File: src/rtl/envelope_pkg.sv
// Shared types and helpers for the envelope follower: FSM state encoding,
// default widths and the saturating absolute value used by the rectifier.
package envelope_pkg;

  typedef enum logic [1:0] {
    IDLE    = 2'd0,
    ATTACK  = 2'd1,
    HOLD    = 2'd2,
    RELEASE = 2'd3
  } env_state_e;

  localparam int unsigned DEF_DATA_WIDTH = 16;
  localparam int unsigned DEF_FRAC_BITS  = 8;
  localparam int unsigned ACC_W          = DEF_DATA_WIDTH + DEF_FRAC_BITS;

  // Widest sample the helper handles; callers sign-extend into this width.
  localparam int unsigned SAT_W = 32;

  // |x| for a w-bit signed value held sign-extended in SAT_W bits; the most
  // negative w-bit value maps to the most positive one instead of wrapping.
  function automatic logic [SAT_W-1:0] sat_abs(input logic signed [SAT_W-1:0] x,
                                               input int unsigned w);
    logic signed [SAT_W-1:0] most_neg;
    logic [SAT_W-1:0]        max_pos;
    most_neg = '1 << (w - 1);
    max_pos  = (SAT_W'(1) << (w - 1)) - SAT_W'(1);
    if (x == most_neg) begin
      return max_pos;
    end else if (x < 0) begin
      return SAT_W'(-x);
    end else begin
      return SAT_W'(x);
    end
  endfunction

endpackage

File: src/rtl/env_rectifier.sv
// Stage 1 of the envelope follower: registers the saturating full-wave
// rectified sample together with its valid flag.
module env_rectifier
  import envelope_pkg::*;
#(
  parameter int unsigned DATA_WIDTH = DEF_DATA_WIDTH
) (
  input  logic                  clk_i,
  input  logic                  rst_i,
  input  logic                  valid_i,
  input  logic [DATA_WIDTH-1:0] signal_i,
  output logic                  valid_o,
  output logic [DATA_WIDTH-1:0] rect_o
);

  logic signed [SAT_W-1:0] sig_ext;

  assign sig_ext = SAT_W'($signed(signal_i));

  always_ff @(posedge clk_i) begin
    if (rst_i) begin
      valid_o <= 1'b0;
      rect_o  <= '0;
    end else begin
      valid_o <= valid_i;
      if (valid_i) begin
        rect_o <= DATA_WIDTH'(sat_abs(sig_ext, DATA_WIDTH));
      end
    end
  end

endmodule

File: src/rtl/envelope_follower.sv
// Amplitude demodulator: rectifier stage followed by an attack/release one-pole
// smoother. Define PEAK_HOLD_EN to add the HOLD state that freezes each peak.
module envelope_follower
  import envelope_pkg::*;
#(
  parameter int unsigned DATA_WIDTH    = DEF_DATA_WIDTH,
  parameter int unsigned FRAC_BITS     = DEF_FRAC_BITS,
  parameter int unsigned ATTACK_SHIFT  = 2,
  parameter int unsigned RELEASE_SHIFT = 6,
  parameter int unsigned HOLD_SAMPLES  = 64
) (
  input  logic                  clk_i,
  input  logic                  rst_i,
  input  logic                  valid_i,
  input  logic [DATA_WIDTH-1:0] signal_i,
  output logic                  valid_o,
  output logic [DATA_WIDTH-1:0] env_o,
  output logic                  attack_o
);

  localparam int unsigned AccW  = DATA_WIDTH + FRAC_BITS;
  localparam int unsigned DiffW = AccW + 1;

  logic                  v1;
  logic [DATA_WIDTH-1:0] rect;

  env_state_e              state_q;
  logic signed [AccW-1:0]  acc_q;
  logic signed [DiffW-1:0] target, diff, att_step, rel_step;
  logic signed [AccW-1:0]  acc_att, acc_rel;
  logic                    diff_pos;

`ifdef PEAK_HOLD_EN
  localparam int unsigned HoldW = (HOLD_SAMPLES > 1) ? $clog2(HOLD_SAMPLES) : 1;
  logic [HoldW-1:0] hold_cnt_q;
`else
  logic unused_hold_cfg;
  assign unused_hold_cfg = ^HOLD_SAMPLES;
`endif

  env_rectifier #(
    .DATA_WIDTH(DATA_WIDTH)
  ) u_rectifier (
    .clk_i   (clk_i),
    .rst_i   (rst_i),
    .valid_i (valid_i),
    .signal_i(signal_i),
    .valid_o (v1),
    .rect_o  (rect)
  );

  // Candidate accumulator values for both coefficients; the FSM picks one.
  // A step that shifts to zero is forced to +/-1 so the output always settles.
  always_comb begin
    target   = $signed({1'b0, rect, {FRAC_BITS{1'b0}}});
    diff     = target - $signed({acc_q[AccW-1], acc_q});
    diff_pos = !diff[DiffW-1] && (diff != '0);
    att_step = diff >>> ATTACK_SHIFT;
    if ((diff != '0) && (att_step == '0)) begin
      att_step = diff[DiffW-1] ? '1 : DiffW'(1);
    end
    rel_step = diff >>> RELEASE_SHIFT;
    if ((diff != '0) && (rel_step == '0)) begin
      rel_step = diff[DiffW-1] ? '1 : DiffW'(1);
    end
    acc_att = AccW'($signed({acc_q[AccW-1], acc_q}) + att_step);
    acc_rel = AccW'($signed({acc_q[AccW-1], acc_q}) + rel_step);
  end

  always_ff @(posedge clk_i) begin
    if (rst_i) begin
      state_q    <= IDLE;
      acc_q      <= '0;
      env_o      <= '0;
      valid_o    <= 1'b0;
      attack_o   <= 1'b0;
`ifdef PEAK_HOLD_EN
      hold_cnt_q <= '0;
`endif
    end else begin
      valid_o <= v1;
      if (v1) begin
        case (state_q)
          IDLE: begin
            if (diff_pos) begin
              state_q  <= ATTACK;
              acc_q    <= acc_att;
              env_o    <= acc_att[AccW-1:FRAC_BITS];
              attack_o <= 1'b1;
            end
          end
          ATTACK: begin
            if (diff_pos) begin
              acc_q    <= acc_att;
              env_o    <= acc_att[AccW-1:FRAC_BITS];
              attack_o <= 1'b1;
            end else begin
              attack_o <= 1'b0;
`ifdef PEAK_HOLD_EN
              state_q    <= HOLD;
              hold_cnt_q <= HoldW'(HOLD_SAMPLES - 1);
`else
              state_q <= (acc_rel == '0) ? IDLE : RELEASE;
              acc_q   <= acc_rel;
              env_o   <= acc_rel[AccW-1:FRAC_BITS];
`endif
            end
          end
`ifdef PEAK_HOLD_EN
          HOLD: begin
            if (diff_pos) begin
              state_q  <= ATTACK;
              acc_q    <= acc_att;
              env_o    <= acc_att[AccW-1:FRAC_BITS];
              attack_o <= 1'b1;
            end else if (hold_cnt_q == '0) begin
              state_q <= (acc_rel == '0) ? IDLE : RELEASE;
              acc_q   <= acc_rel;
              env_o   <= acc_rel[AccW-1:FRAC_BITS];
            end else begin
              hold_cnt_q <= hold_cnt_q - HoldW'(1);
            end
          end
`endif
          RELEASE: begin
            if (diff_pos) begin
              state_q  <= ATTACK;
              acc_q    <= acc_att;
              env_o    <= acc_att[AccW-1:FRAC_BITS];
              attack_o <= 1'b1;
            end else begin
              state_q <= (acc_rel == '0) ? IDLE : RELEASE;
              acc_q   <= acc_rel;
              env_o   <= acc_rel[AccW-1:FRAC_BITS];
            end
          end
          default: begin
            state_q  <= IDLE;
            attack_o <= 1'b0;
          end
        endcase
      end
    end
  end

endmodule
File: config.mk
export PLATFORM = sky130hd
export DESIGN_NAME = envelope_follower
export DESIGN_NICKNAME = d
export VERILOG_FILES = /design/src/rtl/envelope_pkg.sv /design/src/rtl/env_rectifier.sv /design/src/rtl/envelope_follower.sv
export SDC_FILE = /design/constraint.sdc
export NUM_CORES = 1
export LEC_CHECK = 0
export CAP_MARGIN = 20
export CORE_MARGIN = 2
export CORE_UTILIZATION = 25
export CTS_BUF_LIST = sky130_fd_sc_hd__clkbuf_16
export CTS_CLUSTER_DIAMETER = 200
export DETAILED_ROUTE_END_ITERATION = 10
export DONT_BUFFER_PORTS = 1
export PLACE_DENSITY = 0.38
export SLEW_MARGIN = 20
export SYNTH_ARGS = -nofsm -noshare
export SYNTH_HDL_FRONTEND = slang
export SYNTH_SLANG_ARGS = --single-unit
File: constraint.sdc
create_clock -name clk_i -period 7.1 [get_ports clk_i]
set_input_delay 0.355 -clock clk_i [delete_from_list [all_inputs] [get_ports clk_i]]
set_output_delay 0.355 -clock clk_i [all_outputs]
set_load 0.02 [all_outputs]
==> results of run 1 <==
[Yosys cell counts (all sizes together), types with 3 or more instances]
master	number	area [um^2]
xor2	30	263
o41ai	3	26.3
o31ai	5	37.5
o2111ai	5	43.8
and4	4	37.5
buf	26	194
o21a	16	120
a2111oi	6	52.6
o21ai	25	125
and3	7	43.8
nor3	20	116
a211o	4	35.0
a211oi	45	438
ha	67	838
a31oi	9	68.8
dfxtp	45	901
o31a	3	26.3
or4	7	56.3
nand2	39	146
or3	9	56.3
nand4	8	50.1
clkbuf	27	103
nor4	3	33.8
nor4b	3	26.3
o211ai	7	52.6
or2	6	37.5
a21oi	73	365
mux2i	26	260
nor2	61	229
nor2b	9	56.3
nand3b	6	45.0
a21o	25	188
nand3	24	120
xnor2	43	377
inv	37	139
and2	16	103
nand2b	10	62.6
a311oi	8	76.3
a31o	5	43.8
[per-layer routing]
layer | track usage [%] | vias up
met5 | 0 | -
li1 | - | 2907
met1 | 23.0 | 2732
met2 | 25.4 | 122
met3 | 2.95 | 13
met4 | 3.78 | 0
[registers in the layout (all words and copies together) (netlist names)]
register,count
attack_o,1
u_rectifier.valid_o,1
valid_o,1
state_q,2
acc_q,8
env_o,16
u_rectifier.rect_o,16
[stage by stage]
step | setup slack [ns] | instance area, um^2
after floorplan | 1.01 | 6270
after global placement | 0.475 | 6590
after detailed placement | 0.278 | 6590
after CTS | 0.227 | 6730
after global routing | 0.0785 | 6750
final | 0.510 | 6750
[logic make-up (layout without fill, tap and decap cells)]
logic type / after synthesis / count (layout) / share of synthesized area [%]
AO/OA/AOI/OAI: 255 / 255 / 29.9
AND/OR/NAND/NOR: 236 / 236 / 20.1
buffers and inverters: 90 / 70 / 6.95
XOR/XNOR: 73 / 73 / 10.2
adder cells (fa/ha/maj): 69 / 69 / 14.0
flip-flops: 45 / 45 / 14.4
multiplexers: 28 / 28 / 4.51
[final cells by class]
cell class / instances / area, um^2
multi-input combinational: 661 / 4950
clock inverter: 3 / 21.3
fill: 2679 / 17700
clock buffer: 5 / 125
inverter: 37 / 139
sequential: 45 / 901
timing repair buffer: 25 / 200
tap: 324 / 405
[critical path: stages (launching register included)]
cell	delay, ns
dfxtp_1	0.33
inv_1	0.04
ha_1	0.41
and2_4	0.22
and4_4	0.21
o41a_1	0.50
nor3_1	0.29
a21oi_1	0.13
or4_1	0.57
nor4_4	0.23
nand3_1	0.16
or2_1	0.26
a21oi_1	0.15
ha_1	0.20
fa_1	0.24
a211oi_1	0.11
o21ai_0	0.41
a311o_1	0.33
nand2_1	0.11
a311oi_1	0.45
nand4_1	0.20
a31oi_1	0.38
mux2i_1	0.23
o21ai_1	0.09
a311oi_1	0.25
[final timing paths]
path	depth (start not counted)	slack, ns	end	from
worst min-delay path	1	0.11	acc_q[0]$_SDFFE_PP0P_	rst_i
worst max-delay path	24	0.51	env_o[14]$_SDFFE_PP0P_	env_o[1]$_SDFFE_PP0P_
worst min register to register	2	0.50	u_rectifier.rect_o[11]$_SDFFE_PP0P_	u_rectifier.rect_o[11]$_SDFFE_PP0P_
worst max register to register	24	0.51	env_o[14]$_SDFFE_PP0P_	env_o[1]$_SDFFE_PP0P_
==> out/metrics.csv, run 1 <==
stage,metric,value,unit
route,drt-total-wl,21000,um
clock_network,tritoncts.num_buffers,5,
clock_network,clock_tree.htree_level_count,2,
route,drtIter0Drc,358,
clock_network,numClockSinks,45,
clock_network,clockBufferDepth,2,
route,dr.pass1.iters,5,
timing,worst_clock_skew,0.00627,ns
timing,fin_crit_sh,92.8,%
floorplan,io-pin-count,37,
logic_synthesis,post_synthesis_sequential_element_count,45,
clock_network,clock-root-buffer,clkbuf_16,
finish,final-instance-count-excl-fill,1100,
floorplan,fp-row-count,57,
logic_synthesis,synth-edff-count,0,
finish,final_net_count,863,
logic_synthesis,yosys_warnings,0,
timing,timing.final.hold_violations,0,
finish,final_layout_size_suffix_gt1_share,9.79,%
route,route.detailed.wl_per_inst,19.1,um
finish,antennaDiodeCount,0,
hold_path,min-delay-path-class,input port to flip-flop,
timing,timing.max_slew.rel_slack,48.3,%
worst_setup_path,timing.setup.critical_path_class,flip-flop to flip-flop,
timing,fmaxAchievable,152,MHz
job,max_cap_viol_count,0,
finish,postLayoutCoreUtil,27.6,%
timing,min_period,6.59,ns
logic_synthesis,synth.cell_area,6270,um^2
placement,gp_routability_congestion,0.811,
worst_setup_path,worst_setup_path_end_kind,flip-flop,
timing,grt_setup_unrepaired,false,
clock_network,clkLatencyLatePin,0.31,ns
clock_network,ctsHoldBuffers,0,
worst_setup_path,critical_path.max_fanout,9,
logic_synthesis,synthesis.nets,884,
timing,setup_total_negative_slack,0,ns
floorplan,die_h,162,um
timing,worstMarginPinSlew,0.776,ns
timing,final-setup-viol-count,0,
floorplan,chipWidth,162,um
grt,global_route.usage.total,16.2,%
route,dr_wl_met2,9180,um
route,vias_per_cell,5.25,
logic_synthesis,synth.distinct_cells,76,
logic_synthesis,dominantRegCellSynth,dfxtp_1,
logic_synthesis,synthesis.area_per_instance,7.88,um^2
grt,maximum_number_of_pins_on_one_net_before_global_route_repair,46,
finish,syn_to_final_growth,7.62,%
placement,place.detailed.instances,1092,
route,total_drc_errors_in_the_routed_layout,0,
clock_network,cts_tree,done,
route,detailroute.wirelength.met3,1050,um
timing,final_max_slew_viols,0,
grt,first_pass_grt_wire_length,33000,um
grt,gr-total-overflow,0,
floorplan,floorplan.core_area,24500,um^2
clock_network,clk_pin_slew_worst_paths,0.07,ns
floorplan,fp.dieArea,26400,um^2
finish,layout.cells.most_common,a21oi_1,
route,route.layer.met1.wl,10500,um
route,routed.top_layer,met4,
placement,io_buffers,0,
finish,commonest_cells_after_routing_fill_and_taps_aside,"a21oi_1, ha_1, nor2_1",
logic_synthesis,synth_cells,796,
worst_setup_path,critPathLaunchType,flip-flop,
timing,timing.hold.ws,0.109,ns
logic_synthesis,yosysSeqAreaShare,14.4,%
worst_setup_path,cp.arrival,6.81,ns
logic_synthesis,share_of_flip_flops_with_an_asynchronous_set_or_reset,0,%
status,result_of_the_run,"complete, no violations",
worst_setup_path,crit_required,7.32,ns
clock_network,cts_resized,0,
floorplan,initial_utilization,25.6,%
placement,post-dp-hpwl,16800,um
grt,number_of_antenna_violations_at_the_first_check_in_global_routing,0,
grt,first_global_vias,5700,
clock_network,cts_setup_buffers,0,
route,ant_nets,0,
route,number_of_vias_in_the_routed_layout,5774,
Power of run 1 is not shown: default switching activity piles up to over one toggle a cycle in this logic, so the estimate is an artifact.
==> run 2: changes to the inputs <==
--- a/config.mk
+++ b/config.mk
@@ -16,4 +16,5 @@
 export SLEW_MARGIN = 20
 export SYNTH_ARGS = -nofsm -noshare
 export SYNTH_HDL_FRONTEND = slang
+export SYNTH_HIERARCHICAL = 1
 export SYNTH_SLANG_ARGS = --single-unit
==> run 2 against run 1 <==
Design area is 1.4% higher; sequential share of layout area shrank 0.18 points; die area is 1.4% higher; critical endpoint is now state_q[1]$_SDFFE_PP0P_.
==> out/metrics.csv, run 2 <==
stage,metric,value,unit
status,result_of_the_run,"complete, no violations",
power_and_ir_drop,clkPwrFrac,6.5,%
finish,commonest_cells_after_routing_fill_and_taps_aside,"nor2_1, ha_1, a21oi_1",
floorplan,die_h,163,um
power_and_ir_drop,cellInternalPower,0.00173,W
floorplan,initial_utilization,25.3,%
clock_network,cts_resized,0,
finish,syn_to_final_growth,7.52,%
finish,final_net_count,876,
floorplan,chipWidth,163,um
placement,post-dp-hpwl,16200,um
power_and_ir_drop,ir_drop,0.139,mV
route,ant_nets,0,
clock_network,clkLatencyLatePin,0.30,ns
power_and_ir_drop,total_leakage_power,2.66,nW
logic_synthesis,share_of_flip_flops_with_an_asynchronous_set_or_reset,0,%
clock_network,clock-root-buffer,clkbuf_16,
floorplan,fp.dieArea,26700,um^2
floorplan,fp-row-count,58,
worst_setup_path,critical_path.max_fanout,6,
clock_network,cts_tree,done,
route,drt-total-wl,19700,um
finish,layout.cells.most_common,nor2_1,
grt,grt_met3_use,1.98,%
worst_setup_path,timing.setup.critical_path_class,flip-flop to flip-flop,
logic_synthesis,netlist.top_cell.by_area,dfxtp_1,
power_and_ir_drop,p_sw,0.00215,W
power_and_ir_drop,power.density,566,nW/um^2
placement,io_buffers,0,
grt,number_of_antenna_violations_at_the_first_check_in_global_routing,0,
logic_synthesis,post-synth-top-area-fraction,14.2,%
grt,first_global_vias,5559,
grt,gr-total-overflow,0,
power_and_ir_drop,p_seq_share,9.1,%
power_and_ir_drop,power_switching_share,55.4,%
route,route.detailed.wl_per_inst,17.6,um
clock_network,cts_setup_buffers,0,
route,number_of_vias_in_the_routed_layout,5630,
timing,worstMarginPinSlew,0.880,ns
timing,grt_setup_unrepaired,false,
timing,timing.hold.ws,0.112,ns
floorplan,floorplan.core_area,25100,um^2
timing,final_max_slew_viols,0,
clock_network,clock_tree.htree_level_count,2,
logic_synthesis,synth.cell_area,6360,um^2
clock_network,clk_pin_slew_worst_paths,0.07,ns
logic_synthesis,synthesis.area_per_instance,7.93,um^2
logic_synthesis,post_synth_most_frequent_cells,"nor2_1, ha_1, a21oi_1",
power_and_ir_drop,comb_power_share,84.4,%
grt,first_pass_grt_wire_length,31400,um
grt,global_route.peak_usage_layer,met2,
logic_synthesis,synth_cells,802,
hold_path,min-delay-path-class,input port to flip-flop,
logic_synthesis,synth_top_cells_by_area,"dfxtp_1, ha_1, xnor2_1, xor2_1, nor2_1",
finish,final_layout_size_suffix_gt1_share,11.7,%
timing,timing.final.hold_violations,0,
timing,fmaxAchievable,154,MHz
logic_synthesis,synthesis.nets,890,
placement,gp_routability_congestion,0.827,
grt,grt_use_met2,25.3,%
job,max_cap_viol_count,0,
logic_synthesis,yosys_warnings,6,
logic_synthesis,dominantRegCellSynth,dfxtp_1,
route,vias_per_cell,5.03,
timing,fin_crit_sh,91.4,%
finish,antennaDiodeCount,0,
worst_setup_path,critPathLaunchType,flip-flop,
worst_setup_path,worst_setup_path_end_kind,flip-flop,
finish,nFillCells,2782,
clock_network,numClockSinks,45,
timing,final-setup-viol-count,0,
route,drtIter0Drc,333,
logic_synthesis,synth.distinct_cells,83,
clock_network,tritoncts.num_buffers,5,
grt,grt_util_met1,20.5,%
logic_synthesis,yosysSeqAreaShare,14.2,%
clock_network,ctsHoldBuffers,0,
timing,setup_total_negative_slack,0,ns
grt,global_route.usage.total,15.0,%
finish,layout_top_registers,"env_o x16, u_rectifier/rect_o x16, acc_q x8",
route,total_drc_errors_in_the_routed_layout,0,
timing,worst_clock_skew,0.00479,ns
timing,timing.max_slew.rel_slack,40.6,%
route,dr.pass1.iters,5,
logic_synthesis,synth-edff-count,0,
floorplan,io-pin-count,37,
grt,maximum_number_of_pins_on_one_net_before_global_route_repair,49,
worst_setup_path,cp.arrival,6.69,ns
clock_network,clockBufferDepth,2,
timing,min_period,6.49,ns
worst_setup_path,crit_required,7.30,ns
logic_synthesis,synth.most_common_cell,nor2_1,
logic_synthesis,post_synthesis_sequential_element_count,45,
-- run 2: layer usage --
metal | routed length (um) | vias to the layer above | part of all wire [%]
met2 | 9160 | 69 | 46
met1 | 9790 | 2634 | 50
li1 | - | 2919 | -
met3 | 546 | 8 | 2.8
met4 | 235 | 0 | 1.2
met5 | 0 | - | 0
-- run 2: per-stage QoR --
| step | setup slack, ns | area, um^2 | utilization, % | power (W) | cells |
|---|---|---|---|---|---|
| after floorplan | 1.17 | 6360 | - | 0.00284 | 802 |
| after global placement | 0.539 | 6690 | 26.6 | 0.00367 | 1111 |
| after detailed placement | 0.524 | 6690 | 26.6 | 0.00361 | 1111 |
| after CTS | 0.502 | 6840 | 27.2 | 0.00389 | 1119 |
| after global routing | 0.0991 | 6840 | 27.2 | 0.00424 | 1119 |
| final | 0.608 | 6840 | 27.2 | 0.00387 | 1119 |
-- run 2: power by group through the flow --
stage	clock, W	sequential, W	combinational, W
global route	0.000269	0.000359	0.00362
CTS	0.000262	0.000354	0.00327
floorplan	0	0.000355	0.00248
finish	0.000253	0.000353	0.00327
detailed placement	0	0.000359	0.00326
global placement	0	0.000360	0.00331
-- run 2: path summary, 6_finish.rpt --
| check | slack [ns] | cells after the start | to | from |
|---|---|---|---|---|
| worst max-delay path | 0.61 | 26 | state_q[1]$_SDFFE_PP0P_ | env_o[0]$_SDFFE_PP0P_ |
| worst min register to register | 0.49 | 2 | u_rectifier/rect_o[6]$_SDFFE_PP0P_ | u_rectifier/rect_o[6]$_SDFFE_PP0P_ |
| worst max register to register | 0.61 | 26 | state_q[1]$_SDFFE_PP0P_ | env_o[0]$_SDFFE_PP0P_ |
| worst min-delay path | 0.11 | 1 | acc_q[7]$_SDFFE_PP0P_ | rst_i |
-- run 2: cell families after synthesis --
group | synth area share (%)
AOI/OAI and AO/OA | 29.6
and+or+nand+nor | 19.1
buffers and inverters | 7.38
xor gates and xnor gates | 11.4
adders and majority gates | 13.8
DFF | 14.2
muxes | 4.47
-- run 2: layout make-up --
cell class	count	area, um^2	area share [%]
Clock inverter	3	21.3	0.311
Timing Repair Buffer	26	195	2.85
Clock buffer	5	125	1.83
Multi-Input combinational cell	664	5010	73.3
Inverter	46	173	2.53
Tap cell	330	413	6.04
Sequential cell	45	901	13.2
-- run 2: critical path, stage by stage (launching register included) --
cell and delay [ns]:
dfxtp_1 0.33, inv_1 0.05, ha_1 0.36, nand3b_1 0.22, nor4_4 0.08, buf_4 0.16, o21a_2 0.24, or4_1 0.48
a211o_1 0.36, a2111oi_4 0.30, and2_1 0.20, nand3_1 0.18, a31oi_1 0.27, ha_1 0.20, inv_1 0.05, fa_1 0.39
nor2b_1 0.17, o311ai_1 0.10, buf_4 0.17, a21o_1 0.17, a211o_1 0.30, mux2i_1 0.14, or4_1 0.54, a2111oi_0 0.42
nand4_1 0.16, and3_1 0.20, a22o_1 0.17
Note: power is estimated with default switching activity, not from simulation.
==> run 3: changes to the inputs <==
==> constraint.sdc (replaced) <==
create_clock -name clk_i -period 7.1 [get_ports clk_i]
set_input_delay 0.355 -clock clk_i [delete_from_list [all_inputs] [get_ports clk_i]]
set_output_delay 0.355 -clock clk_i [all_outputs]
set_load 0.1 [all_outputs]
==> run 3 against run 2 <==
Design area up 0.49%; utilization up 0.13 points; cell count about the same; count of clock-buffer cells in the layout unchanged; register-to-register slack worse by 0.14 ns; hold slack worse by 0.0029 ns; routed wire length up 0.26%; critical path type unchanged; largest cell class unchanged.
==> out/metrics.csv, run 3 (synthesized netlist as in run 2, its figures left out) <==
stage,metric,value,unit
hold_path,hold_critical_path_depth,1,
status,result_of_the_run,"complete, no violations",
timing,worstMarginPinSlew,0.960,ns
timing,timing.final.hold_violations,0,
timing,setup_total_negative_slack,0,ns
timing,final_max_slew_viols,0,
route,dr.pass1.iters,4,
floorplan,fp.dieArea,26700,um^2
worst_setup_path,worst_setup_path_end_kind,flip-flop,
floorplan,chipWidth,163,um
route,vias_per_cell,5.14,
timing,fmaxAchievable,151,MHz
floorplan,initial_utilization,25.3,%
job,max_cap_viol_count,0,
worst_setup_path,setup.reg_to_reg.worst_slack,0.47,ns
clock_network,tritoncts.num_buffers,5,
timing,min_period,6.63,ns
worst_setup_path,cp.arrival,6.83,ns
floorplan,io-pin-count,37,
finish,design_area,6870,um^2
clock_network,cts_tree,done,
clock_network,clock-root-buffer,clkbuf_16,
clock_network,ctsHoldBuffers,0,
finish,syn_to_final_growth,8.05,%
finish,final_layout_size_suffix_gt1_share,11.8,%
grt,first_pass_grt_wire_length,31700,um
floorplan,fp-row-count,58,
placement,post-dp-hpwl,16200,um
finish,register_area,901,um^2
grt,global_route.usage.total,15.1,%
route,drt-total-wl,19800,um
worst_setup_path,crit-reg2reg-capture,state_q[1]$_SDFFE_PP0P_,
finish,layout_top_registers,"env_o x16, u_rectifier/rect_o x16, acc_q x8",
placement,gp_routability_congestion,0.823,
worst_setup_path,worstSetupEndpoint,state_q[1]$_SDFFE_PP0P_,
grt,number_of_antenna_violations_at_the_first_check_in_global_routing,0,
route,total_drc_errors_in_the_routed_layout,0,
grt,first_global_vias,5583,
worst_setup_path,crit_required,7.30,ns
clock_network,clock_tree.htree_level_count,2,
clock_network,clkLatencyLatePin,0.30,ns
finish,commonest_cells_after_routing_fill_and_taps_aside,"nor2_1, ha_1, a21oi_1",
clock_network,clockBufferDepth,2,
clock_network,numClockSinks,45,
floorplan,floorplan.core_area,25100,um^2
worst_setup_path,timing.setup.critical_path_class,flip-flop to flip-flop,
clock_network,clk_pin_slew_worst_paths,0.07,ns
route,ant_nets,0,
timing,timing.max_slew.rel_slack,35.9,%
placement,io_buffers,0,
timing,worst_clock_skew,0.00558,ns
placement,place_area,6680,um^2
worst_setup_path,setup.worst_path.start,env_o[1]$_SDFFE_PP0P_,
timing,final-setup-viol-count,0,
timing,fin_crit_sh,93.4,%
finish,area_occupied_by_multi_input_gates,5010,um^2
floorplan,die_h,163,um
finish,final_net_count,877,
timing,grt_setup_unrepaired,false,
route,number_of_vias_in_the_routed_layout,5757,
worst_setup_path,r2r_cells,24,
route,drtIter0Drc,230,
finish,layout.cells.most_common,nor2_1,
worst_setup_path,critPathLaunchType,flip-flop,
hold_path,min-delay-path-class,input port to flip-flop,
grt,maximum_number_of_pins_on_one_net_before_global_route_repair,49,
grt,gr-total-overflow,0,
finish,antennaDiodeCount,0,
worst_setup_path,r2r_path_start,env_o[1]$_SDFFE_PP0P_,
route,route.detailed.wl_per_inst,17.7,um
worst_setup_path,critical_path.max_fanout,6,
finish,nFillCells,2806,
-- run 3: stage by stage --
step	instances	utilization [%]	hold WS [ns]	setup WS, ns
after global placement	1110	26.6	0.425	0.229
after CTS	1118	27.3	0.0997	0.0404
after global routing	1120	27.4	0.0982	0.0226
final	1120	27.4	0.109	0.472
after floorplan	802	-	0.445	1.17
after detailed placement	1110	26.6	0.426	0.0401
-- run 3: cell type report --
| type | instances | share of cell area, % |
|---|---|---|
| clock inverters | 3 | 0.619 |
| well taps | 330 | 6.01 |
| clock buffers | 5 | 1.82 |
| flip-flops and latches | 45 | 13.1 |
| repair buffers | 27 | 2.95 |
| inverters | 46 | 2.51 |
| multi-input cells | 664 | 73.0 |
-- run 3: how the worst min path moves through the flow --
stage               slack [ns]                                 from                                   to
global route               0.1                                rst_i                acc_q[6]$_SDFFE_PP0P_
finish                    0.11                                rst_i                acc_q[6]$_SDFFE_PP0P_
global placement          0.42                                rst_i                acc_q[6]$_SDFFE_PP0P_
CTS                        0.1                                rst_i                acc_q[7]$_SDFFE_PP0P_
floorplan                 0.44  u_rectifier/rect_o[15]$_SDFFE_PP0P_  u_rectifier/rect_o[15]$_SDFFE_PP0P_
detailed placement        0.43                                rst_i                acc_q[6]$_SDFFE_PP0P_
-- run 3: metal layers --
layer / part of all wire [%] / vias up / wire length (um) / GRT usage [%]
met5: 0 / - / 0 / 0
met4: 1.0 / 0 / 200 / 3.11
met3: 2.5 / 12 / 494 / 1.78
met2: 46 / 70 / 9040 / 24.8
met1: 51 / 2748 / 10000 / 21.3
li1: - / 2927 / - / -
-- run 3: worst max-delay path: stages, from the launching register on --
cell and delay (ns):
dfxtp_1 0.33, inv_1 0.05, ha_1 0.37, a21oi_1 0.26, o21ai_2 0.15, o21a_2 0.28, or4_1 0.48, a211o_1 0.36
a2111oi_4 0.30, and2_1 0.21, nand3_1 0.20, a31oi_1 0.31, ha_1 0.22, inv_1 0.05, fa_1 0.39, nor2b_1 0.17
o311ai_1 0.19, a21o_1 0.22, a211o_1 0.30, mux2i_1 0.15, or4_1 0.54, a2111oi_2 0.44, nand4_1 0.19, and3_1 0.22
a22o_1 0.17
-- run 3: repair_timing --
item / CTS / global route
endpoints found under the setup margin: 0 / 2
setup buffers: 0 / 2
gates resized for setup: 0 / 2
hold endpoints to repair: 0 / 0
Power of run 3 is left out for the same reason.
